### src/rtl/frame_buffer_reader.sv
// frame_buffer_reader
// Reads one frame out of the frame-buffer RAM in raster order and presents it
// as a valid/ready pixel stream with sof/eol/eof markers. A 2-entry buffer
// absorbs the RAM's one-cycle read latency and downstream backpressure. The
// buffer is bypassed when it is empty, so the first pixel appears two cycles
// after start_i.
module frame_buffer_reader #(
  parameter int WIDTH    = 12,
  parameter int H_ACTIVE = 320,
  parameter int V_ACTIVE = 240,
  parameter int DEPTH    = H_ACTIVE * V_ACTIVE,
  parameter int ADDR_W   = $clog2(DEPTH)
) (
  input  logic              clk_i,
  input  logic              reset_ni,
  input  logic              start_i,
  output logic              read_en_o,
  output logic [ADDR_W-1:0] read_address_o,
  input  logic [WIDTH-1:0]  read_data_i,
  output logic [WIDTH-1:0]  m_data_o,
  output logic              m_valid_o,
  input  logic              m_ready_i,
  output logic              m_sof_o,
  output logic              m_eol_o,
  output logic              m_eof_o,
  output logic              busy_o,
  output logic              frame_done_o
);

  localparam int X_W = (H_ACTIVE > 1) ? $clog2(H_ACTIVE) : 1;
  localparam int Y_W = (V_ACTIVE > 1) ? $clog2(V_ACTIVE) : 1;
  localparam int E_W = WIDTH + 3;

  typedef enum logic [1:0] {IDLE, READ, DRAIN} state_t;

  state_t            state, state_next;
  logic [ADDR_W-1:0] addr;
  logic [X_W-1:0]    x;
  logic [Y_W-1:0]    y;
  logic              inflight;
  logic [2:0]        flags_d;
  logic [E_W-1:0]    buf_mem [2];
  logic              rd_ptr, wr_ptr;
  logic [1:0]        count;
  logic              pop, push, pop_buf;
  logic              last_addr, issue_sof, issue_eol, issue_eof;

  assign read_address_o = addr;

  // Marker flags for the pixel being requested this cycle.
  always_comb begin
    last_addr = (addr == ADDR_W'(DEPTH - 1));
    issue_sof = (x == '0) && (y == '0);
    issue_eol = (x == X_W'(H_ACTIVE - 1));
    issue_eof = issue_eol && (y == Y_W'(V_ACTIVE - 1));
  end

  // Stream output: the buffer head if occupied, otherwise the returning RAM word.
  always_comb begin
    m_valid_o = (count != 2'd0) || inflight;
    if (count != 2'd0) begin
      {m_data_o, m_sof_o, m_eol_o, m_eof_o} = buf_mem[rd_ptr];
    end else if (inflight) begin
      {m_data_o, m_sof_o, m_eol_o, m_eof_o} = {read_data_i, flags_d};
    end else begin
      {m_data_o, m_sof_o, m_eol_o, m_eof_o} = '0;
    end
    pop     = m_valid_o && m_ready_i;
    push    = inflight && !(pop && (count == 2'd0));
    pop_buf = pop && (count != 2'd0);
  end

  // FSM state register; frame_done_o marks the cycle after the eof pixel is taken.
  always_ff @(posedge clk_i or negedge reset_ni) begin
    if (!reset_ni) begin
      state        <= IDLE;
      frame_done_o <= 1'b0;
    end else begin
      state        <= state_next;
      frame_done_o <= (state == DRAIN) && pop && m_eof_o;
    end
  end

  // FSM next-state: a start coinciding with the done pulse is not honoured.
  always_comb begin
    state_next = state;
    unique case (state)
      IDLE:    if (start_i && !frame_done_o) state_next = READ;
      READ:    if (read_en_o && last_addr)   state_next = DRAIN;
      DRAIN:   if (pop && m_eof_o)           state_next = IDLE;
      default: state_next = IDLE;
    endcase
  end

  // FSM outputs: issue a read only if its data is guaranteed a buffer slot.
  always_comb begin
    busy_o    = (state != IDLE);
    read_en_o = (state == READ) &&
                (({1'b0, count} + {2'b0, inflight}) < (3'd2 + {2'b0, pop}));
  end

  // Raster counters advance per issued read and rewind whenever the reader idles.
  always_ff @(posedge clk_i or negedge reset_ni) begin
    if (!reset_ni) begin
      addr <= '0;
      x    <= '0;
      y    <= '0;
    end else if (state_next == IDLE) begin
      addr <= '0;
      x    <= '0;
      y    <= '0;
    end else if (read_en_o && !last_addr) begin
      addr <= addr + 1'b1;
      if (x == X_W'(H_ACTIVE - 1)) begin
        x <= '0;
        y <= y + 1'b1;
      end else begin
        x <= x + 1'b1;
      end
    end
  end

  // Markers ride alongside the RAM latency so they line up with read_data_i.
  always_ff @(posedge clk_i or negedge reset_ni) begin
    if (!reset_ni) begin
      inflight <= 1'b0;
      flags_d  <= '0;
    end else begin
      inflight <= read_en_o;
      if (read_en_o) flags_d <= {issue_sof, issue_eol, issue_eof};
    end
  end

  // Two-entry pixel buffer; a bypassed pop leaves it untouched.
  always_ff @(posedge clk_i or negedge reset_ni) begin
    if (!reset_ni) begin
      buf_mem[0] <= '0;
      buf_mem[1] <= '0;
      rd_ptr     <= 1'b0;
      wr_ptr     <= 1'b0;
      count      <= 2'd0;
    end else begin
      if (push) begin
        buf_mem[wr_ptr] <= {read_data_i, flags_d};
        wr_ptr          <= ~wr_ptr;
      end
      if (pop_buf) rd_ptr <= ~rd_ptr;
      count <= count + {1'b0, push} - {1'b0, pop_buf};
    end
  end

endmodule

### config.mk
export PLATFORM = sky130hd
export DESIGN_NAME = frame_buffer_reader
export DESIGN_NICKNAME = d
export VERILOG_FILES = /design/src/rtl/frame_buffer_reader.sv
export SDC_FILE = /design/constraint.sdc
export NUM_CORES = 1
export LEC_CHECK = 0
export BUFFER_PORTS_ARGS = -buffer_cell sky130_fd_sc_hd__buf_4
export CAP_MARGIN = 20
export CORE_MARGIN = 2
export CORE_UTILIZATION = 50
export DETAILED_ROUTE_END_ITERATION = 10
export PLACE_DENSITY = 0.73
export SYNTH_ARGS = -nofsm -noshare
export SYNTH_HDL_FRONTEND = slang
export SYNTH_SLANG_ARGS = --single-unit
### constraint.sdc
create_clock -name clk_i -period 2.2 [get_ports clk_i]
set_input_delay 0.22 -clock clk_i [delete_from_list [all_inputs] [get_ports clk_i]]
set_output_delay 0.22 -clock clk_i [all_outputs]
set_load 0.05 [all_outputs]
-- After elaboration in Yosys (flattened, before gate mapping)
Index checks and enable logic that the tools add are counted.
- memory bits (read-only): 0
- logic and storage cells: 86
- register bits: 75
- memories kept: 0
- output and inout port bits: 36
- memory bits (writable): 0
- bits in latches: 0
- input port bits: 16
- mux-type cells: 26
- reduce and logical (&&, ||, !) cells: 28
- bitwise gates (word level): 4
- eq/ne operators: 5
- shifts and indexed selects: 0
- div/mod/pow operators: 0
- multipliers: 0
- add/sub/neg operators: 7
- $lt $le $gt $ge: 4
- operators with widths (operator ; count):
    15-bit 2-to-1 mux ; 4
    17-bit 2-to-1 mux ; 2
    30-bit bitwise mux ; 1
    9-bit 2-to-1 mux ; 3
    12-bit 2-to-1 mux ; 2
    8-bit 2-to-1 mux ; 3
    17-bit by 1-bit adder with 17-bit output (second input constant) ; 1
    17-bit equality test (second input constant) ; 1
    15-bit demux with 1-bit select ; 1
    1-bit logical AND ; 14
    9-bit by 1-bit adder with 9-bit output (second input constant) ; 1
    9-bit equality test (second input constant) ; 1
    9-bit zero test ; 1
    8-bit by 1-bit adder with 8-bit output (second input constant) ; 1
    8-bit equality test (second input constant) ; 1
    8-bit zero test ; 1
    2-bit nonzero test ; 4
    2-bit zero test ; 3
    1-bit 2-to-1 mux ; 6
    2-bit 2-to-1 mux ; 3
    2-bit one-hot mux with 3 select lines ; 1
    2-bit greater-or-equal comparator (second input constant) ; 2
    1-bit NOT with 2-bit output ; 2
    2-bit by 1-bit adder with 3-bit output ; 1
    11 further kinds ; 14

-- Depth between registers and ports, before layout
Gate-level depths: netlist of the first run.
- depth in word-level cells: 12
- mapped depth: 9
- gate-level depth less buffers: 8

-- Worst setup path after synthesis of the first run
OpenSTA, ideal clock, no wires.
- path kind: register to register
- start point: reg count[0]
- end point: reg addr[0], in the netlist read_address_o[0]
- slack: -0.375 ns
- required time: 2.068 ns
- path buffers: 1
- data arrival time: 2.443 ns
- cell stages (with the launch flop): 7
- setup time: 0.132 ns
- clock period less this slack: 2.575 ns
- path through: dfrtp_1 > nor2_1 > mux2i_1 > a21oi_1 > o21ai_1 > clkbuf_1 > nor2_1
- elaborated cells on any way between the ends: 17
- those cells by class: add/sub (2); order compare (1); mux (5); reduce/logical (9)
- RTL lines (what ; RTL line ; source):
    start, declared ; 44 ; logic [1:0] count;
    start signal, assigned ; 148 ; count <= count + {1'b0, push} - {1'b0, pop_buf};
    2-bit nonzero test * ; 61 ; if (count != 2'd0) begin
    1-bit 2-to-1 mux * ; 61 ;
    net m_eof_o ; 25 ; output logic m_eof_o,
    1-bit logical AND * ; 90 ; DRAIN: if (pop && m_eof_o) state_next = IDLE;
    2-bit 2-to-1 mux * ; 90 ;
    2-bit one-hot mux with 3 select lines * ; 87 ; unique case (state)
    2-bit zero test * ; 108 ; end else if (state_next == IDLE) begin
    17-bit 2-to-1 mux or 2-bit nonzero test (tied branches) ; -- ;
    end signal, assigned ; 113 ; addr <= addr + 1'b1;
    end, declared ; 37 ; logic [ADDR_W-1:0] addr;
The timed path passes the listed nets; every way through them passes the cells marked *.
A chain may end at the register's enable or synchronous reset.

-- Final worst setup path of the first run
- start point: reg inflight
- end point: reg addr[13], in the netlist read_address_o[13]
- longest elaborated chain between the ends: 10
- elaborated cells on any way between the ends: 17
- those cells by class: add/sub (2); order compare (1); mux (6); reduce/logical (8)
- RTL lines (what ; RTL line ; source):
    start, declared ; 40 ; logic inflight;
    start signal, assigned ; 129 ; inflight <= read_en_o;
    1-bit logical OR ; 60 ; m_valid_o = (count != 2'd0) || inflight;
    1-bit logical AND ; 68 ; pop = m_valid_o && m_ready_i;
    2-bit by 1-bit adder with 3-bit output ; 99 ; (({1'b0, count} + {2'b0, inflight}) < (3'd2 + {2'b0, pop}));
    3-bit < comparator ; 99 ;
    1-bit logical AND ; 98 ; read_en_o = (state == READ) &&
    1-bit logical AND ; 89 ; READ: if (read_en_o && last_addr) state_next = DRAIN;
    2-bit 2-to-1 mux ; 89 ;
    2-bit one-hot mux with 3 select lines ; 87 ;
    2-bit zero test ; 108 ;
    17-bit 2-to-1 mux or 2-bit nonzero test (tied branches) ; -- ;
Parallel ways exist; a longest one is shown, timed or not.

==> summary.md, run 1 <==
| Metric | Value |
|---|---|
| Outcome | finished, violations left |
| Violations in the final reports | setup timing |
| Effective utilization at floorplan | approximately half |
| CTS tree | built |
| P per Cell Area | approximately 1500 nW/um^2 |
| Total design power | approximately 8.4 mW |
| Antenna cell count | 0 |
| CP Class | reg -> reg |
| Number of storage elements in the synthesis netlist | between 70 and 80 |
| Iter 0 DRT Violations | roughly 150 |
| Sum of net half-perimeters after detailed placement | 5770 um |
| Number of antenna violations at the first check in global routing | 0 |
| Port Buf Inserts | between 50 and 60 |
| Total routing resource utilization after global routing | a little over a fifth |
| Synth-to-Final Area Change | 41.1% |
| IO Count | 52 |
| Number of instances in the synthesized netlist | 380 |
| Number of endpoints with negative hold slack in the final report | 0 |
| Num CTS Buffers | 9 |
| Number of clock sinks | 75 |
| Detailed-route DRC error count | 0 |
| Kind of path behind the tightest hold check | in -> reg |
| Data arrival time at the worst-slack endpoint | 2650 ps |
| RSZ-0062 raised after global routing | true |
| Post-detailed-routing wire length | 9390 um |
| Die Height | slightly above 90 um |
| Count of pins over their slew limit | 0 |
| Row count | 32 |
| Core Box Area | 7650 um^2 |
| Req. time, crit path | about 2400 ps |
| Startpoint Class | flop |
| Transition time at the pin with the least slew margin | 718 ps |
| Sequential Area | 1880 um^2 |
| DIE AREA | 8560 um^2 |
| Detailed-route vias per instance | ~5.5 |
| Clock Latency Late Sink | roughly 350 ps |
| Vias in the first global route | 3,245 |
| Most common library cell in the layout ignoring fill and taps | sky130_fd_sc_hd__buf_4 |
| Per-instance average area after synthesis | roughly 10 um^2 |
| Detailed-routing iteration count for the pre-antenna-repair pass | 4 |
| Cell Area, Synth | ~4000 um^2 |
| Proportion of register bits with asynchronous set or reset after synthesis | 100% |
| Setup slack of the critical path after layout | -202 ps |
| Dominant synthesized flop cell | sky130_fd_sc_hd__dfrtp_1 |
| Clock root cell | sky130_fd_sc_hd__clkbuf_8 |
| Total instance count after detailed placement | 546 |
| Grt met2 use | around two fifths |
| # setup viols final | 29 |
| Number of flops mapped to enable cells by yosys | 0 |
| Fill cell total of the finished layout | between 500 and 600 |
| Top library cells by usage in the layout, fill and taps aside | sky130_fd_sc_hd__buf_4 (94), sky130_fd_sc_hd__dfrtp_1 (71), sky130_fd_sc_hd__nor2_1 (36) |
| Worst Setup Slack post-DPL | -106 ps |
| Warning count from the yosys run | 0 |
| Cell repeated most along the worst path | sky130_fd_sc_hd__ha_2 |
| Peak-usage layer in the global routing report | met2 |
| Total of max-cap violations | 0 |
| Final critical-path share of the clock period | 109% |
| Largest net degree at the start of global routing | between 50 and 60 |
| Critical Path, Cell by Cell | ha_2 -> ha_2 -> or3b_1 -> a211o_4 -> buf_12 -> clkbuf_16 -> buf_4 -> nor4_4 -> xnor2_1 -> nor2_1 |
| Worst-case headroom to the max-slew limit | 52.1% |
| Type of destination of the critical path | flop |
| Post-Layout Cell Count | roughly 590 |
| Max rail drop VDD | a little over 900 uV |
| CTS H-tree lvls | 3 |
| DRT antenna net count | 0 |
| Sequential area share after synthesis | 47.9% |
| Fin Clk Skew | roughly 11 ps |
| Share of layout cells above drive strength 1 | between 40% and 50% |
| Cell with the biggest individual delay on the critical path | sky130_fd_sc_hd__dfrtp_1 |
| Maximum count of clock buffers along a single path | 2 |
| Horizontal die dimension | just over 90 um |
| Synthesized Nets | between 400 and 500 |
| Global routing met3 resource utilization | under 10% |
| Vias | ~3.2k |
| Library cells used by synthesis | 40 |
| Highest clock frequency the design can meet | ~420 MHz |
| Met1 routing resource usage after global routing | roughly 27% |
| Total grt overflow | 0 |
| Final Critical Period | around 2400 ps |
| Wire length per cell after detailed routing | 16.1 um |
| Multi-input gate area | approximately 2300 um^2 |
| Wire length of the first global-routing pass | roughly 15,000 um |
| Peak fanout along the critical path | 7 |
| Largest incremental delay on the critical path | around 400 ps |
| Total leakage power | around 2.3 nW |
| # nets final | around 500 |
| RD Place Congestion | 0.786 |
| Clock-pin slew of the registers on the worst-case setup and hold paths | approximately 90 ps |
[worst max-delay path, delay by kind of cell, from the launching register on]
kind,cells,cell delay (ps)
AND/OR/NAND/NOR,3,600
buffers and inverters,3,460
flip-flops,1,400
adder cells (fa/ha/maj),2,340
AO/OA/AOI/OAI,1,310
XOR/XNOR,1,170
[flip-flops by register name (all words and copies together) (netlist names)]
register        cells
inflight            1
y                   8
count               2
read_address_o     17
x                   9
rd_ptr              1
state               2
wr_ptr              1
buf_mem            30
frame_done_o        1
flags_d             3
[layer usage]
metal	wire length (um)	vias up
li1	-	1534
met1	4080	1601
met2	4790	80
met3	397	11
met4	119	0
met5	0	-
[worst paths after layout]
path | end | start | slack [ps] | cells after the start
max in group asynchronous | read_address_o[4] | reset_ni | 1070 | 3
min in group asynchronous | wr_ptr | reset_ni | 460 | 2
hold reg to reg | buf_mem[18] | buf_mem[18] | 510 | 1
hold / removal | buf_mem[12] | read_data_i[9] | 110 | 2
setup / recovery | read_address_o[13] | inflight | -200 | 10
setup reg to reg | read_address_o[13] | inflight | -200 | 10
[Yosys cell counts, types with 4 or more instances]
cell,n,area [um^2]
sky130_fd_sc_hd__a21oi_1,8,40.0
sky130_fd_sc_hd__and4_1,4,35.0
sky130_fd_sc_hd__buf_2,4,20.0
sky130_fd_sc_hd__clkbuf_1,12,45.0
sky130_fd_sc_hd__dfrtp_1,75,1880
sky130_fd_sc_hd__ha_1,9,113
sky130_fd_sc_hd__inv_1,9,33.8
sky130_fd_sc_hd__mux2_2,30,338
sky130_fd_sc_hd__mux2i_1,19,190
sky130_fd_sc_hd__nand2_1,29,109
sky130_fd_sc_hd__nand3_1,25,125
sky130_fd_sc_hd__nand4_1,7,43.8
sky130_fd_sc_hd__nor2_1,38,143
sky130_fd_sc_hd__nor3_1,10,50.1
sky130_fd_sc_hd__nor4_1,12,75.1
sky130_fd_sc_hd__nor4b_1,5,43.8
sky130_fd_sc_hd__o21ai_0,19,95.1
sky130_fd_sc_hd__xnor2_1,29,254
[layout make-up]
type	count	area share (%)
well taps	102	2.31
repair buffers	107	17.0
multi-input cells	276	41.8
inverters	9	0.657
clock buffers	10	2.49
clock inverters	6	1.61
flip-flops and latches	75	34.1
[through the flow]
| step | utilization (%) | hold WS (ps) | area [um^2] | TNS, ps |
|---|---|---|---|---|
| final | 72.3 | 106 | 5530 | -2530 |
| after global routing | 72.3 | 99.9 | 5530 | -4820 |
| after CTS | 68.3 | 101 | 5230 | -3380 |
| after detailed placement | 63.3 | 320 | 4840 | -1400 |
| after global placement | 63.3 | 314 | 4840 | -278 |
| after floorplan | - | -75.6 | 4160 | -216 |
[what timing repair did]
item / CTS / global route
buffers inserted: 3 / 16
pin swaps: 26 / 41
cloned: 0 / 3
endpoints found under the setup margin: 34 / 39
hold buffers: 1 / 0
hold endpoints to repair: 54 / 0
resized for setup: 22 / 22
[cells by family after synthesis]
family | count (synthesis) | synth area share, %
fa+ha+maj | 9 | 2.87
xor+xnor | 30 | 6.71
mux | 49 | 13.5
buf+inv | 29 | 3.48
simple gates | 156 | 21.2
flops | 75 | 47.9
compound gates | 32 | 4.31
[power by group]
part           internal (mW)  total, mW  switching (mW)
sequential              1.78       2.05           0.269
clock                  0.669       1.20           0.532
combinational           2.36       5.18            2.82
total                   4.81       8.43            3.62
Power figures use the tool's default switching activity.
==> run 2, diff against run 1 <==
--- a/config.mk
+++ b/config.mk
@@ -8,9 +8,8 @@
 export BUFFER_PORTS_ARGS = -buffer_cell sky130_fd_sc_hd__buf_4
 export CAP_MARGIN = 20
 export CORE_MARGIN = 2
-export CORE_UTILIZATION = 50
+export CORE_UTILIZATION = 31
 export DETAILED_ROUTE_END_ITERATION = 10
-export PLACE_DENSITY = 0.73
 export SYNTH_ARGS = -nofsm -noshare
 export SYNTH_HDL_FRONTEND = slang
 export SYNTH_SLANG_ARGS = --single-unit
==> summary.md, run 2 (synthesized netlist as in run 1, its figures left out) <==
| Metric | Value |
|---|---|
| Largest register by flop count | buf_mem |
| Cell with the biggest individual delay on the critical path | sky130_fd_sc_hd__dfrtp_1 |
| # setup viols final | 14 (-52%) |
| Num CTS Buffers | 9 (unchanged) |
| Port Buf Inserts | 51 (unchanged) |
| IO Count | 52 (unchanged) |
| Total grt overflow | 0 (unchanged) |
| Most common library cell in the layout ignoring fill and taps | sky130_fd_sc_hd__buf_4 |
| CTS tree | built |
| Highest layer used for signal routing | met4 |
| Met2 WL | 4380 um (-8.7%) |
| Row count | 41 (+28%) |
| Die Height | 116 um (+26%) |
| CP Class | reg -> out |
| Clock-pin slew of the registers on the worst-case setup and hold paths | 60 ps (-30 ps) |
| Count of pins over their slew limit | 0 (unchanged) |
| Reg-to-reg setup timing slack | -90 ps (+110 ps) |
| DIE AREA | 13,600 um^2 (+58%) |
| Fin Clk Skew | 8.53 ps (-2.59 ps) |
| Number of antenna violations at the first check in global routing | 0 (unchanged) |
| Horizontal die dimension | 116 um (+26%) |
| Clock network fraction of design power | 18.8% (+4.6 points) |
| Violations in the final reports | setup timing |
| Number of clock sinks | 75 (unchanged) |
| Data arrival time at the worst-slack endpoint | 2100 ps (-550 ps) |
| Max rail drop VDD | 626 uV (-33%) |
| Cell repeated most along the worst path | sky130_fd_sc_hd__ha_2 |
| Final Critical Period | 2320 ps (-82.3 ps) |
| Internal power summed over all cells | 4.80 mW (-0.19%) |
| DRT antenna net count | 0 (unchanged) |
| Detailed-route DRC error count | 0 (unchanged) |
| Hold buffers post-CTS | 0 (-1) |
| Synth-to-Final Area Change | 41.1% (about the same) |
| Area of all placed cells without fillers | 5530 um^2 (about the same) |
| Effective utilization at floorplan | 31.4% (-20 points) |
| Outcome | finished, violations left |
| Total leakage power | 2.28 nW (-1.5%) |
| Largest incremental delay on the critical path | 380 ps (-20 ps) |
| P per Cell Area | 1510 nW/um^2 (-0.71%) |
| RSZ-0062 raised after global routing | true |
| Detailed-route vias per instance | 4.82 (-13%) |
| Iter 0 DRT Violations | 91 (-38%) |
| Worst-case headroom to the max-slew limit | 35.2% (-17 points) |
| Total of max-cap violations | 0 (unchanged) |
| Vias in the first global route | 3,141 (-3.2%) |
| Transition time at the pin with the least slew margin | 971 ps (+253 ps) |
| Clock Latency Late Sink | 340 ps (about the same) |
| Post-detailed-routing wire length | 8910 um (-5.2%) |
| Number of endpoints with negative hold slack in the final report | 0 (unchanged) |
| Total routing resource utilization after global routing | 14.2% (-7.7 points) |
| CTS H-tree lvls | 3 (unchanged) |
| Worst Reg-to-Reg Cells | 9 (-1) |
| Total length of routed met3 wires | 363 um (-8.6%) |
| Sum of net half-perimeters after detailed placement | 5830 um (+1.1%) |
| Antenna cell count | 0 (unchanged) |
| Reg2reg end | x[8] |
| RD Place Congestion | 0.812 (+3.3%) |
| Flip-flop count of the largest register after layout | 30 (unchanged) |
| Highest clock frequency the design can meet | 431 MHz (+3.5%) |
| Wire length of the first global-routing pass | 15,100 um (+0.41%) |
| DRT met1 WL | 4000 um (-2.1%) |
| Maximum count of clock buffers along a single path | 2 (unchanged) |
| Type of destination of the critical path | output port |
| Placed Instance Area | 4900 um^2 (+1.2%) |
| Total design power | 8.37 mW (-0.68%) |
| Top library cells by usage in the layout, fill and taps aside | sky130_fd_sc_hd__buf_4 (85), sky130_fd_sc_hd__dfrtp_1 (71), sky130_fd_sc_hd__nor2_1 (36) |
| Power share of the combinational group | 56.6% (-4.8 points) |
| Wire length per cell after detailed routing | 13.8 um (-14%) |
| Largest net degree at the start of global routing | 76 (+33%) |
| R2R Path Start | count[0] |
| Net switching share of the total power | 42.7% (-0.28 points) |
| Clock root cell | sky130_fd_sc_hd__clkbuf_16 |
| Setup slack of the critical path after layout | -119 ps (+82.3 ps) |
| Final critical-path share of the clock period | 105% (-3.7 points) |
| Power spent charging and discharging nets | 3.57 mW (-1.3%) |
| Critical Path, Cell by Cell | ha_2 -> ha_2 -> or3b_4 -> a211o_4 -> buf_4 -> inv_4 -> buf_8 |
| Vias | 3,101 (-3.9%) |
| # nets final | 491 (-2.4%) |
| Core Box Area | 12,500 um^2 (+63%) |
| Seq pwr share | 24.6% (+0.3 points) |
| Final sum of negative setup slack | -578 ps (+1950 ps) |
| Detailed-routing iteration count for the pre-antenna-repair pass | 4 (unchanged) |
| Kind of path behind the tightest hold check | in -> async |
| Req. time, crit path | 1980 ps (-460 ps) |
| Peak fanout along the critical path | 7 (unchanged) |
| Share of layout cells above drive strength 1 | 40.8% (-0.64 points) |
| Startpoint Class | flop |
==> run 2: worst max path at each step <==
stage | startpoint | end | cells after the start
2_1_floorplan | count[0] | x[5] | 9
3_3_place_gp | count[0] | x[5] | 7
3_5_place_dp | count[0] | x[0] | 8
4_1_cts | count[0] | read_en_o | 6
5_1_grt | count[0] | y[2] | 9
6_report | count[0] | read_en_o | 7
==> run 2: area by class of cell <==
type | instances | area [um^2]
fillers | 1210 | 6940
clock inverters | 6 | 88.8
clock buffers | 10 | 229
inverters | 9 | 36.3
multi-input cells | 276 | 2300
well taps | 172 | 215
repair buffers | 95 | 776
flip-flops and latches | 75 | 1880
==> run 2: what timing repair did <==
| item | CTS | global route |
|---|---|---|
| buffers inserted | 7 | 6 |
| setup endpoints to repair | 32 | 50 |
| resized for setup | 26 | 22 |
| pin swaps | 11 | 16 |
==> run 2: critical path: cells and delay by family (launching register included) <==
family | cells | cell delay [ps]
DFF | 1 | 380
and+or+nand+nor | 1 | 370
AOI/OAI and AO/OA | 1 | 340
adders and majority gates | 2 | 340
buffers and inverters | 3 | 340
==> run 2: per-layer routing <==
layer  global-route usage, %  vias up
li1                        -     1508
met1                    17.3     1516
met2                    24.3       66
met3                    3.37       11
met4                    5.63        0
met5                       0        -
==> run 2: power by group through the flow <==
stage / sequential [mW] / combinational [mW] / clock, mW
after floorplan: 2.15 / 2.83 / 0
after global placement: 2.04 / 3.95 / 0
after detailed placement: 2.07 / 4.02 / 0
after CTS: 2.05 / 4.47 / 1.61
after global routing: 2.11 / 5.05 / 1.66
final: 2.06 / 4.74 / 1.57
==> run 2: metrics by stage <==
step	util [%]	setup WS [ps]	cells	hold WS, ps
after floorplan	-	-55.7	380	-75.6
after global placement	39.3	-100	614	427
after detailed placement	39.3	-177	614	433
after CTS	43.2	-128	637	69.1
after global routing	44.3	-198	643	95.8
final	44.3	-119	643	22.7
